==> src/rtl/bus_pkg.sv <==
// bus_pkg: shared FSM state type and default SoC address map for the memory router.
package bus_pkg;
  localparam int MAX_SLV = 16;
  localparam int IDX_W = $clog2(MAX_SLV);
  localparam logic [31:0] clint_base_addr = 32'h0200_0000;
  localparam logic [31:0] clint_top_addr  = 32'h0200_C000;
  localparam logic [31:0] clic_base_addr  = 32'h0C00_0000;
  localparam logic [31:0] clic_top_addr   = 32'h0C40_0000;
  localparam logic [31:0] print_base_addr = 32'h1000_0000;
  localparam logic [31:0] print_top_addr  = 32'h1000_1000;
  localparam logic [31:0] bram_base_addr  = 32'h8000_0000;
  localparam logic [31:0] bram_top_addr   = 32'h8010_0000;
  typedef enum logic [1:0] {IDLE, WAIT, RESP} state_t;
endpackage

==> src/rtl/bus_decode.sv <==
// bus_decode: combinational address map lookup returning hit, slave index and base-relative offset.
module bus_decode import bus_pkg::*; #(
  parameter int NSLV = 4,
  parameter logic [NSLV-1:0][31:0] BASE = {bram_base_addr, print_base_addr, clic_base_addr, clint_base_addr},
  parameter logic [NSLV-1:0][31:0] TOP = {bram_top_addr, print_top_addr, clic_top_addr, clint_top_addr},
  parameter bit ALIAS_EN = 1'b1,
  parameter logic [31:0] ALIAS_ADDR = 32'h8010_0000,
  parameter int ALIAS_IDX = 3
) (
  input  logic [31:0]      addr,
  output logic             hit,
  output logic [IDX_W-1:0] idx,
  output logic [31:0]      offset
);
  // Scan from the top down so the lowest matching index overwrites the rest.
  always_comb begin
    hit = 1'b0;
    idx = '0;
    offset = '0;
    for (int i = NSLV - 1; i >= 0; i--) begin
      if (addr >= BASE[i] && addr < TOP[i]) begin
        hit = 1'b1;
        idx = IDX_W'(i);
        offset = addr - BASE[i];
      end
    end
    if (!hit && ALIAS_EN && addr == ALIAS_ADDR) begin
      hit = 1'b1;
      idx = IDX_W'(ALIAS_IDX);
      offset = addr - BASE[ALIAS_IDX];
    end
  end
endmodule

==> src/rtl/mem_demux.sv <==
// mem_demux: single-outstanding memory router with address decode, timeout and fault capture.
module mem_demux import bus_pkg::*; #(
  parameter int NSLV = 4,
  parameter logic [NSLV-1:0][31:0] BASE = {bram_base_addr, print_base_addr, clic_base_addr, clint_base_addr},
  parameter logic [NSLV-1:0][31:0] TOP = {bram_top_addr, print_top_addr, clic_top_addr, clint_top_addr},
  parameter bit ALIAS_EN = 1'b1,
  parameter logic [31:0] ALIAS_ADDR = 32'h8010_0000,
  parameter int ALIAS_IDX = 3,
  parameter int TMO_W = 8
) (
  input  logic                  clock,
  input  logic                  reset,
  input  logic                  memory_valid,
  input  logic                  memory_instr,
  input  logic [31:0]           memory_addr,
  input  logic [31:0]           memory_wdata,
  input  logic [3:0]            memory_wstrb,
  output logic [31:0]           memory_rdata,
  output logic                  memory_error,
  output logic                  memory_ready,
  output logic [NSLV-1:0]       slv_valid,
  output logic                  slv_instr,
  output logic [31:0]           slv_addr,
  output logic [31:0]           slv_wdata,
  output logic [3:0]            slv_wstrb,
  input  logic [NSLV-1:0][31:0] slv_rdata,
  input  logic [NSLV-1:0]       slv_ready,
  output logic                  fault,
  output logic [31:0]           fault_addr
);
  state_t state_q, state_d;
  logic [IDX_W-1:0] idx_q, idx_d, dec_idx, sel_idx;
  logic [TMO_W-1:0] cnt_q, cnt_d, cnt_inc;
  logic [31:0] rdata_q, rdata_d, addr_q, addr_d, fault_addr_q, fault_addr_d, dec_offset, sel_rdata;
  logic err_q, err_d, dec_hit, accept, sel_rdy, resp;

  bus_decode #(
    .NSLV(NSLV), .BASE(BASE), .TOP(TOP),
    .ALIAS_EN(ALIAS_EN), .ALIAS_ADDR(ALIAS_ADDR), .ALIAS_IDX(ALIAS_IDX)
  ) u_dec (
    .addr(memory_addr), .hit(dec_hit), .idx(dec_idx), .offset(dec_offset)
  );

  assign accept = memory_valid && state_q != WAIT;
  assign sel_idx = accept ? dec_idx : idx_q;
  assign cnt_inc = cnt_q + 1'b1;
  assign resp = state_q == RESP;

  always_comb begin
    sel_rdy = 1'b0;
    sel_rdata = '0;
    for (int i = 0; i < NSLV; i++) begin
      slv_valid[i] = reset && accept && dec_hit && dec_idx == IDX_W'(i);
      if (sel_idx == IDX_W'(i)) begin
        sel_rdy = slv_ready[i];
        sel_rdata = slv_rdata[i];
      end
    end
  end

  always_comb begin
    state_d = state_q;
    idx_d = idx_q;
    cnt_d = cnt_q;
    rdata_d = rdata_q;
    err_d = err_q;
    addr_d = addr_q;
    fault_addr_d = fault_addr_q;
    if (accept) begin
      addr_d = memory_addr;
      idx_d = dec_idx;
      cnt_d = '0;
      if (!dec_hit) begin
        state_d = RESP;
        err_d = 1'b1;
        rdata_d = '0;
        fault_addr_d = memory_addr;
      end else if (sel_rdy) begin
        state_d = RESP;
        err_d = 1'b0;
        rdata_d = sel_rdata;
      end else begin
        state_d = WAIT;
      end
    end else if (state_q == WAIT) begin
      // Timeout lands so the error response is 2^TMO_W cycles after accept.
      if (sel_rdy) begin
        state_d = RESP;
        err_d = 1'b0;
        rdata_d = sel_rdata;
      end else if (&cnt_inc) begin
        state_d = RESP;
        err_d = 1'b1;
        rdata_d = '0;
        fault_addr_d = addr_q;
      end else begin
        cnt_d = cnt_inc;
      end
    end else if (resp) begin
      state_d = IDLE;
    end
  end

  always_ff @(posedge clock or negedge reset) begin
    if (!reset) begin
      state_q <= IDLE;
      idx_q <= '0;
      cnt_q <= '0;
      rdata_q <= '0;
      err_q <= 1'b0;
      addr_q <= '0;
      fault_addr_q <= '0;
    end else begin
      state_q <= state_d;
      idx_q <= idx_d;
      cnt_q <= cnt_d;
      rdata_q <= rdata_d;
      err_q <= err_d;
      addr_q <= addr_d;
      fault_addr_q <= fault_addr_d;
    end
  end

  assign memory_ready = resp;
  assign memory_rdata = resp ? rdata_q : '0;
  assign memory_error = resp && err_q;
  assign fault = resp && err_q;
  assign fault_addr = fault_addr_q;
  assign slv_instr = reset && memory_instr;
  assign slv_addr = reset ? dec_offset : '0;
  assign slv_wdata = reset ? memory_wdata : '0;
  assign slv_wstrb = reset ? memory_wstrb : '0;
endmodule
==> config.mk <==
export PLATFORM = sky130hd
export DESIGN_NAME = mem_demux
export DESIGN_NICKNAME = d
export VERILOG_FILES = /design/src/rtl/bus_pkg.sv /design/src/rtl/bus_decode.sv /design/src/rtl/mem_demux.sv
export SDC_FILE = /design/constraint.sdc
export NUM_CORES = 1
export LEC_CHECK = 0
export CAP_MARGIN = 20
export CORE_MARGIN = 2
export CORE_UTILIZATION = 30
export CTS_BUF_LIST = sky130_fd_sc_hd__clkbuf_2 sky130_fd_sc_hd__clkbuf_4 sky130_fd_sc_hd__clkbuf_8
export DETAILED_ROUTE_END_ITERATION = 12
export DONT_BUFFER_PORTS = 1
export PLACE_DENSITY = 0.52
export SKIP_CTS_REPAIR_TIMING = 1
export SYNTH_ARGS = -nofsm -noshare
export SYNTH_HDL_FRONTEND = slang
export SYNTH_HIERARCHICAL = 1
export SYNTH_SLANG_ARGS = --single-unit
==> constraint.sdc <==
create_clock -name clock -period 8.35 [get_ports clock]
set_input_delay 1.67 -clock clock [delete_from_list [all_inputs] [get_ports clock]]
set_output_delay 1.67 -clock clock [all_outputs]
set_load 0.05 [all_outputs]
==> results of run 1 <==
[worst reg2reg max path, cell delays in order (launching register included)]
cell and delay [ps]:
dfrtp_1 420, nand2b_1 320, and2_1 290, o22ai_4 770, o2bb2ai_1 290, a32o_1 440, a21oi_4 660, buf_4 380
mux2_2 360
[synthesized netlist by cell type, drive strengths merged, types with 3 or more instances]
| cell type | instances | area (sq um) |
|---|---|---|
| a21oi | 39 | 199 |
| a31oi | 5 | 31.3 |
| and2 | 131 | 821 |
| and3 | 3 | 18.8 |
| buf | 21 | 138 |
| clkbuf | 41 | 158 |
| dfrtp | 111 | 2780 |
| ha | 9 | 113 |
| inv | 11 | 41.3 |
| mux2 | 65 | 732 |
| mux2i | 5 | 50.1 |
| nand2 | 157 | 599 |
| nand2b | 5 | 31.3 |
| nand3 | 9 | 45.0 |
| nor2 | 12 | 45.0 |
| nor2b | 3 | 18.8 |
| nor3 | 39 | 195 |
| nor3b | 3 | 22.5 |
| nor4 | 11 | 68.8 |
| o211ai | 33 | 248 |
| o21ai | 9 | 48.8 |
| o22ai | 3 | 32.5 |
| o2bb2ai | 33 | 289 |
| o311ai | 4 | 35.0 |
| or4 | 4 | 33.8 |
| xnor2 | 4 | 35.0 |
[path summary, 6_finish.rpt]
check                           depth (start not counted)             end  slack, ps            start
worst max-delay path                                   12  fault_addr[29]       1770  memory_addr[29]
max in group asynchronous                               0  fault_addr[27]       7210            reset
worst min register to register                          2       addr_q[3]        480        addr_q[3]
worst min-delay path                                    2       addr_q[3]        480        addr_q[3]
min in group asynchronous                               0       addr_q[0]        940            reset
worst max register to register                          8  fault_addr[29]       4320       state_q[1]
[registers in the layout, summed over array words and instances, names as in the netlist]
name,flops
cnt_q,8
idx_q,4
addr_q,32
err_q,1
state_q,2
rdata_q,32
fault_addr,32
[kinds of logic after synthesis]
| kind of cell | count (synthesis) |
|---|---|
| flops | 111 |
| xor+xnor | 6 |
| compound gates | 150 |
| simple gates | 388 |
| fa+ha+maj | 9 |
| buf+inv | 73 |
| other cells | 1 |
| mux | 70 |
[where the power goes]
group / switching (mW) / internal (mW)
Combinational: 0.223 / 0.104
Clock: 0.236 / 0.125
Sequential: 0.208 / 0.612
[final cells by class]
type	instances	share of cell area (%)
Clock buffer	9	1.62
Clock inverter	7	1.19
Inverter	11	0.539
Multi-Input combinational cell	625	53.9
Sequential cell	111	36.3
Tap cell	319	5.21
Timing Repair Buffer	11	1.24
[layer usage]
| metal | GRT usage (%) | share of wire [%] |
|---|---|---|
| met5 | 0 | 0 |
| met4 | 5.88 | 2.5 |
| met3 | 3.40 | 6.6 |
| met2 | 27.3 | 49 |
| met1 | 22.4 | 42 |
[per-stage QoR]
| stage | cell area (sq um) | setup WS, ps |
|---|---|---|
| 2_1_floorplan | 7180 | 1990 |
| 3_3_place_gp | 7420 | 1500 |
| 3_5_place_dp | 7420 | 1340 |
| 4_1_cts | 7640 | 1780 |
| 5_1_grt | 7660 | 1420 |
| 6_report | 7660 | 1770 |
[placed cells by master, fill, tap and decap left out, drive strengths merged, types with 11 or more instances in the layout]
cell type / n
nand2: 157
o2bb2ai: 33
nor3: 39
inv: 16
nor4: 11
a21oi: 39
dfrtp: 111
and2: 131
buf: 11
mux2: 65
o211ai: 33
nor2: 12
==> flow_summary.ini, run 1 <==
[drt]
num_vias = 5810
viasPerCell = 5.32
drtAntennaViolNets = 0
drc_errors = 0
wire_per_inst_um = 20.2
drtPass1Iterations = 4
routed_wl_mm = 22.0
drt_iter0_drc = 387

[logic_synthesis]
synth_compound_area_share_pct = 15.6
netlist_area_sq_um = 7180
synthArstFlopShare_pct = 100
synth_seq_area_share_pct = 38.7
synth-adder-area-share_pct = 1.57
synth_top_family_by_area = simple AND/OR/NAND/NOR gates
synth-seq-cells = 111
synth_simple_gate_area_share_pct = 27.7
muxShareOfSynthArea_pct = 10.9
synth-xor-area-share_pct = 0.732
syn_area_per_cell_sq_um = 8.88
synth.distinct_cells = 69
yosys_most_used_dff = dfrtp_1
synth_edf_count = 0
ys_warn_count = 6
syn_inst = 808

[setup_path]
crit_path_top_delay_cell = o22ai_4
cpPeakStageDelay_ps = 820
path_delay_family = compound AO/OA/AOI/OAI gates
worst_ep_arrival_time_ps = 6870
crit_required_ps = 8640
end_kind = flip-flop
critical_path_class = primary input to flip-flop
cp_cell_sequence = inv_1, ha_1, nand3_1, or4_1, a21boi_0, nand2_1, o22ai_4, o2bb2ai_1, a32o_1, a21oi_4, buf_4, mux2_2
cp-start-kind = primary input
cp.buffers_inverters = 2
worst-path-max-fanout = 35

[placed_design]
dpl.hpwl_mm = 15.7
place_inst = 1076
finalWeightedCongestion = 0.814
io_buffers = 0

[timing]
rsz0062_at_grt = false
skew_ps = 18.4
hold_viol = 0
period_share_pct = 78.8
hold_ws_ps = 484
worst_pin_slew_ps = 1140
final.setup.tns_ps = 0
report.final.slew_viol_count = 0
max_freq_ghz = 0.152
final-setup-viol-count = 0
slew_headroom_pct = 24.7
period_minus_slack_ps = 6580

[clock_network]
cts_max_level = 3
cts_tree = done
clk_pin_slew_ps = 140
clock-sinks = 111
cts_buffer_depth = 2
clkLatencyLatePin_ps = 400
cts_buffers = 9
clockRootBuffer = clkbuf_8

[die]
die_area_sq_um = 25200
die_w_um = 159
start_util_pct = 30.6
io_pins = 344
die_h_um = 159
rows = 56
core-area_sq_um = 23500

[layout]
multiInputGateArea_sq_um = 4130
area.sequential_sq_um = 2780
final_cells = 1093
fillers = 2483
post-route-util_pct = 32.6
syn_to_final_growth_pct = 6.71
nets = 982
antennaDiodeCount = 0
drive_gt1_share_pct = 10.5

[min_path]
hold_class = flip-flop to flip-flop

[grt]
grt_overflow = 0
antenna_found_initial = 1
grt_first_pass_wirelength_mm = 32.7
grt_pass1_vias = 5511
grt.total_usage_pct = 16.9
grt_max_degree = 182

[pwr]
vdd_drop_max_uv = 85.0
pwr_density_cell_nw_per_um2 = 197
p_leak_nw = 3.17
finalPower_mw = 1.51

[outcome]
status = completed

[run]
cap_violations = 0
(Power assumes the default switching activity.)
==> inputs of run 2 (changes only) <==
- clock period: 8.35 -> 6.5 ns (I/O delays scaled with it)
==> run 2 against run 1 <==
  * Register-to-register slack got worse by 1400 ps
  * Design area up 0.25%
  * Global-route usage is 0.37 points lower
  * Final cell count increased by 0.55%
  * First-iteration DRC count is 9.0% lower
  * Power rose by 26%
  * Clock power increased by 20%
  * Count of clock-buffer cells in the layout unchanged
  * Hold slack got worse by 2.2 ps
  * Non-clock buffer count is 6 higher
  * Die area unchanged
  * Critical path depth shrank 4
==> flow_summary.ini, run 2 (same netlist as run 1, synthesis figures left out) <==
[timing]
final.setup.tns_ps = 0
max_freq_ghz = 0.186
slew_headroom_pct = 34.2
final-setup-viol-count = 0
worst_pin_slew_ps = 983
report.final.slew_viol_count = 0
rsz0062_at_grt = false
hold_ws_ps = 481
skew_ps = 24.4
hold_viol = 0
period_share_pct = 82.6
period_minus_slack_ps = 5370

[layout]
layout_commonest_cell = nand2_1
syn_to_final_growth_pct = 6.97
antennaDiodeCount = 0
post-route-util_pct = 32.7
fillers = 2469
nets = 988
final_cell_mix = nand2_1 (155), and2_1 (130), dfrtp_1 (111), nor3_1 (38), a21oi_1 (38)
drive_gt1_share_pct = 11.2

[die]
die_h_um = 159
io_pins = 344
die_w_um = 159
start_util_pct = 30.6
core-area_sq_um = 23500
rows = 56
die_area_sq_um = 25200

[drt]
routed_wl_mm = 21.8
drtPass1Iterations = 7
wire_per_inst_um = 19.8
drtAntennaViolNets = 0
drt_iter0_drc = 352
num_vias = 5850
drc_errors = 0
viasPerCell = 5.32

[grt]
grt_overflow = 0
grt_pass1_vias = 5459
antenna_found_initial = 0
grt_first_pass_wirelength_mm = 31.9
grt.total_usage_pct = 16.5
grt_max_degree = 182

[pwr]
vdd_drop_max_uv = 122
p_leak_nw = 3.19
pwr_density_cell_nw_per_um2 = 248

[setup_path]
cp-start-kind = primary input
crit_required_ps = 5200
critical_path_class = primary input to primary output
end_kind = primary output
worst_ep_arrival_time_ps = 4070
worst-path-max-fanout = 29

[clock_network]
clk_pin_slew_ps = 120
clock-sinks = 111
cts_tree = done
clkLatencyLatePin_ps = 410
cts_buffers = 9
clockRootBuffer = clkbuf_8
cts_max_level = 3
cts_buffer_depth = 2

[min_path]
hold_class = flip-flop to flip-flop

[placed_design]
dpl.hpwl_mm = 15.3
finalWeightedCongestion = 0.778
io_buffers = 0

[run]
cap_violations = 0

[outcome]
status = completed
==> run 2: changes by cell type in the layout (fill, tap and decap cells not counted), sizes merged <==
cell and change:
inv -3, buf +6, clkinvlp +1, clkinv +2
==> run 2: worst paths after layout <==
| check | start | end | slack (ps) | cells after the start |
|---|---|---|---|---|
| max | memory_addr[14] | slv_valid[2] | 1130 | 8 |
| min | addr_q[25] | addr_q[25] | 480 | 2 |
| max reg2reg | state_q[0] | fault_addr[29] | 2890 | 8 |
| min reg2reg | addr_q[25] | addr_q[25] | 480 | 2 |
| max in group asynchronous | reset | rdata_q[2] | 5680 | 0 |
| min in group asynchronous | reset | fault_addr[0] | 560 | 0 |
==> run 2: final cells by class <==
cell class	count	area [sq um]	share of cell area [%]
clock buffers	9	124	1.61
clock inverters	7	77.6	1.01
inverters	11	41.3	0.538
multi-input cells	625	4130	53.8
flip-flops and latches	111	2780	36.2
well taps	319	399	5.20
repair buffers	17	128	1.66
==> run 2: layer usage <==
layer | track usage, % | share of wire [%]
met5 | 0 | 0
met4 | 5.32 | 1.9
met3 | 3.10 | 6.1
met2 | 28.0 | 50
met1 | 21.2 | 42
==> run 2: power by group <==
group	total (mW)	internal (mW)	switching, mW
combinational	0.420	0.135	0.285
clock	0.432	0.152	0.281
sequential	1.05	0.787	0.266
total	1.90	1.07	0.832
==> run 2: stage by stage <==
step | std cells | power (mW) | worst slack [ps] | instance area [sq um]
final | 1099 | 1.90 | 1130 | 7680
after global routing | 1099 | 2.00 | 886 | 7680
after CTS | 1099 | 1.93 | 1090 | 7680
after detailed placement | 1083 | 1.49 | 839 | 7470
after global placement | 1083 | 1.49 | 939 | 7470
after floorplan | 809 | 1.40 | 883 | 7180
==> run 2: critical path, cell delays in order <==
cell	delay (ps)
nor4_1	490
and4bb_2	340
a31oi_1	140
or2_1	330
o2111ai_4	600
nand4_1	400
nor3b_2	250
buf_4	230
==> patch, RTL diff (flow settings as in run 2) <==
`NSLV` is set to 4 in 2 places; all go to 5.
--- a/src/rtl/bus_decode.sv
+++ b/src/rtl/bus_decode.sv
@@ -2,3 +2,3 @@
 module bus_decode import bus_pkg::*; #(
-  parameter int NSLV = 4,
+  parameter int NSLV = 5,
   parameter logic [NSLV-1:0][31:0] BASE = {bram_base_addr, print_base_addr, clic_base_addr, clint_base_addr},
--- a/src/rtl/mem_demux.sv
+++ b/src/rtl/mem_demux.sv
@@ -2,3 +2,3 @@
 module mem_demux import bus_pkg::*; #(
-  parameter int NSLV = 4,
+  parameter int NSLV = 5,
   parameter logic [NSLV-1:0][31:0] BASE = {bram_base_addr, print_base_addr, clic_base_addr, clint_base_addr},
Interface: changed (resized slv_rdata, slv_ready and slv_valid); port bits go from 344 to 378. No check against the original RTL was run, so the function may have changed too.
==> patch against run 2 <==
- routed wire length increased by 16%
- hold slack got worse by 0.0051 ns
- worst setup slack got worse by 0.052 ns
- via count increased by 13%
- synthesized area increased by 7.3%
- cell count increased by 8.6%
- first-iteration DRC count increased by 36%
- die area increased by 7.1%
- register-to-register slack got worse by 0.17 ns
- cell area increased by 6.6%
- sequential cell count unchanged
- power increased by 7.8%
==> patch: results (changes against run 2) <==
Layout
  • Nets@finish: 1,104 (was 988)
  • Share of post-route cells with drive strength above 1: 9.39% (was 11.2%)

Power
  • VDD IR-drop max: 112 µV (was 122 µV)
  • Pleak: 0.00358 µW (was 0.00319 µW)

Place
  • Gp weighted congestion: 0.844 (was 0.778)
  • Pre-CTS setup slack: 0.993 ns (was 0.839 ns)
  • Dpl hpwl: 18.3 mm (was 15.3 mm)
  • Post-Place Cells: 1,177 (was 1,083)

Yosys
  • Post-Syn Instances: 902 (was 808)
  • Post-synth cell types: 72 (was 69)
  • Top post-synthesis cells by area: dfrtp_1 (36%), and2_1 (11%), nand2_1 (5.8%) (was dfrtp_1 (39%), and2_1 (11%), nand2_1 (8.1%))
  • Seq/Total Area, Yosys: 36.1% (was 38.7%)
  • Most numerous cell in the Yosys netlist: and2_1 (was nand2_1)
  • Synth cell count leaders: and2_1 (132), nand2_1 (118), dfrtp_1 (111) (was nand2_1 (155), and2_1 (130), dfrtp_1 (111))

GRT
  • First-pass GRT wire length: 37.3 mm (was 31.9 mm)
  • Total global-route track usage: 17.8% (was 16.5%)
  • Largest net degree at the start of global routing: 183 (was 182)

Status
  • Status: complete, no violations (unchanged)

Critical path
  • Worst Path Max Fanout: 28 (was 29)
  • Worst Path Arrival: 4.12 ns (was 4.07 ns)

Route
  • Post-DR wirelength/cell: 21.1 µm (was 19.8 µm)
  • Wire length on met2: 12.7 mm (was 11.0 mm)
  • DR WL met3: 1.72 mm (was 1.33 mm)
  • DR vias: 6,634 (was 5,850)
  • Initial DRC count: 480 (was 352)
  • Via density: 5.56 (was 5.32)
  • Pre-antenna DRT Iters: 5 (was 7)
  • Met1 WL: 10.4 mm (was 9.09 mm)

Min path
  • Hold Path Origin: addr_q[10] (was addr_q[25])

Timing
  • Worst slew pin tran: 1.05 ns (was 0.983 ns)
==> patch: cell count changes in the layout (fill, tap and decap cells not counted), moves of 15 or more <==
cell       delta
o211ai_1     -32
o21ai_0      +65
a22oi_1      +31
inv_1        +34
mux2_2       -15
nor3_1       -35
mux2_1       -15
o2111ai_1    +32
nand2_1      -37
or3_1        +33
o2bb2ai_1    -32
mux2i_1      +30
==> patch: stage by stage <==
stage                     cell area, µm²  power [µW]
final                               8180        2050
after floorplan                     7700        1520
after global routing                8180        2170
after CTS                           8180        2090
after global placement              7980        1630
after detailed placement            7980        1640
==> patch: area by class of cell <==
class,count,share of cell area (%)
clock buffer,9,1.51
multi-input combinational,671,54.7
tap,330,5.05
sequential,111,34.0
timing repair buffer,20,1.84
inverter,45,2.06
clock inverter,7,0.933
==> patch: worst paths after layout <==
path,slack [ns],to,cells after the start
worst max-delay path,1.08,slv_valid[2],8
worst min register to register,0.48,addr_q[10],2
worst min-delay path,0.48,addr_q[10],2
worst max register to register,2.72,fault_addr[13],9
max in group asynchronous,5.73,fault_addr[18],0
min in group asynchronous,0.59,addr_q[2],0
==> patch: power by group <==
part           switching [µW]  internal (µW)  total (µW)
combinational             400            178         578
clock                     283            152         435
sequential                241            801        1040
total                     924           1130        2050
==> patch: cell families (layout without fill, tap and decap cells) <==
| kind of cell | after synthesis | count (layout) | synth area share, % |
|---|---|---|---|
| compound gates | 224 | 224 | 19.6 |
| xor+xnor | 4 | 4 | 0.455 |
| fa+ha+maj | 9 | 9 | 1.46 |
| buf+inv | 121 | 81 | 6.89 |
| flops | 111 | 111 | 36.1 |
| mux | 72 | 72 | 9.93 |
| other cells | 1 | 2 | 0.0487 |
| simple gates | 360 | 360 | 25.6 |
==> patch: critical path: stages <==
cell	delay, ns
nor4_1	0.56
and4bb_2	0.35
a31oi_1	0.14
or2_1	0.32
o2111ai_4	0.58
nand4_1	0.41
nor3b_2	0.25
buf_4	0.22
==> patch: per-layer routing <==
metal	GRT usage (%)	up-vias
li1	-	3074
met1	21.6	3246
met2	32.0	289
met3	3.71	25
met4	4.70	0
met5	0	-
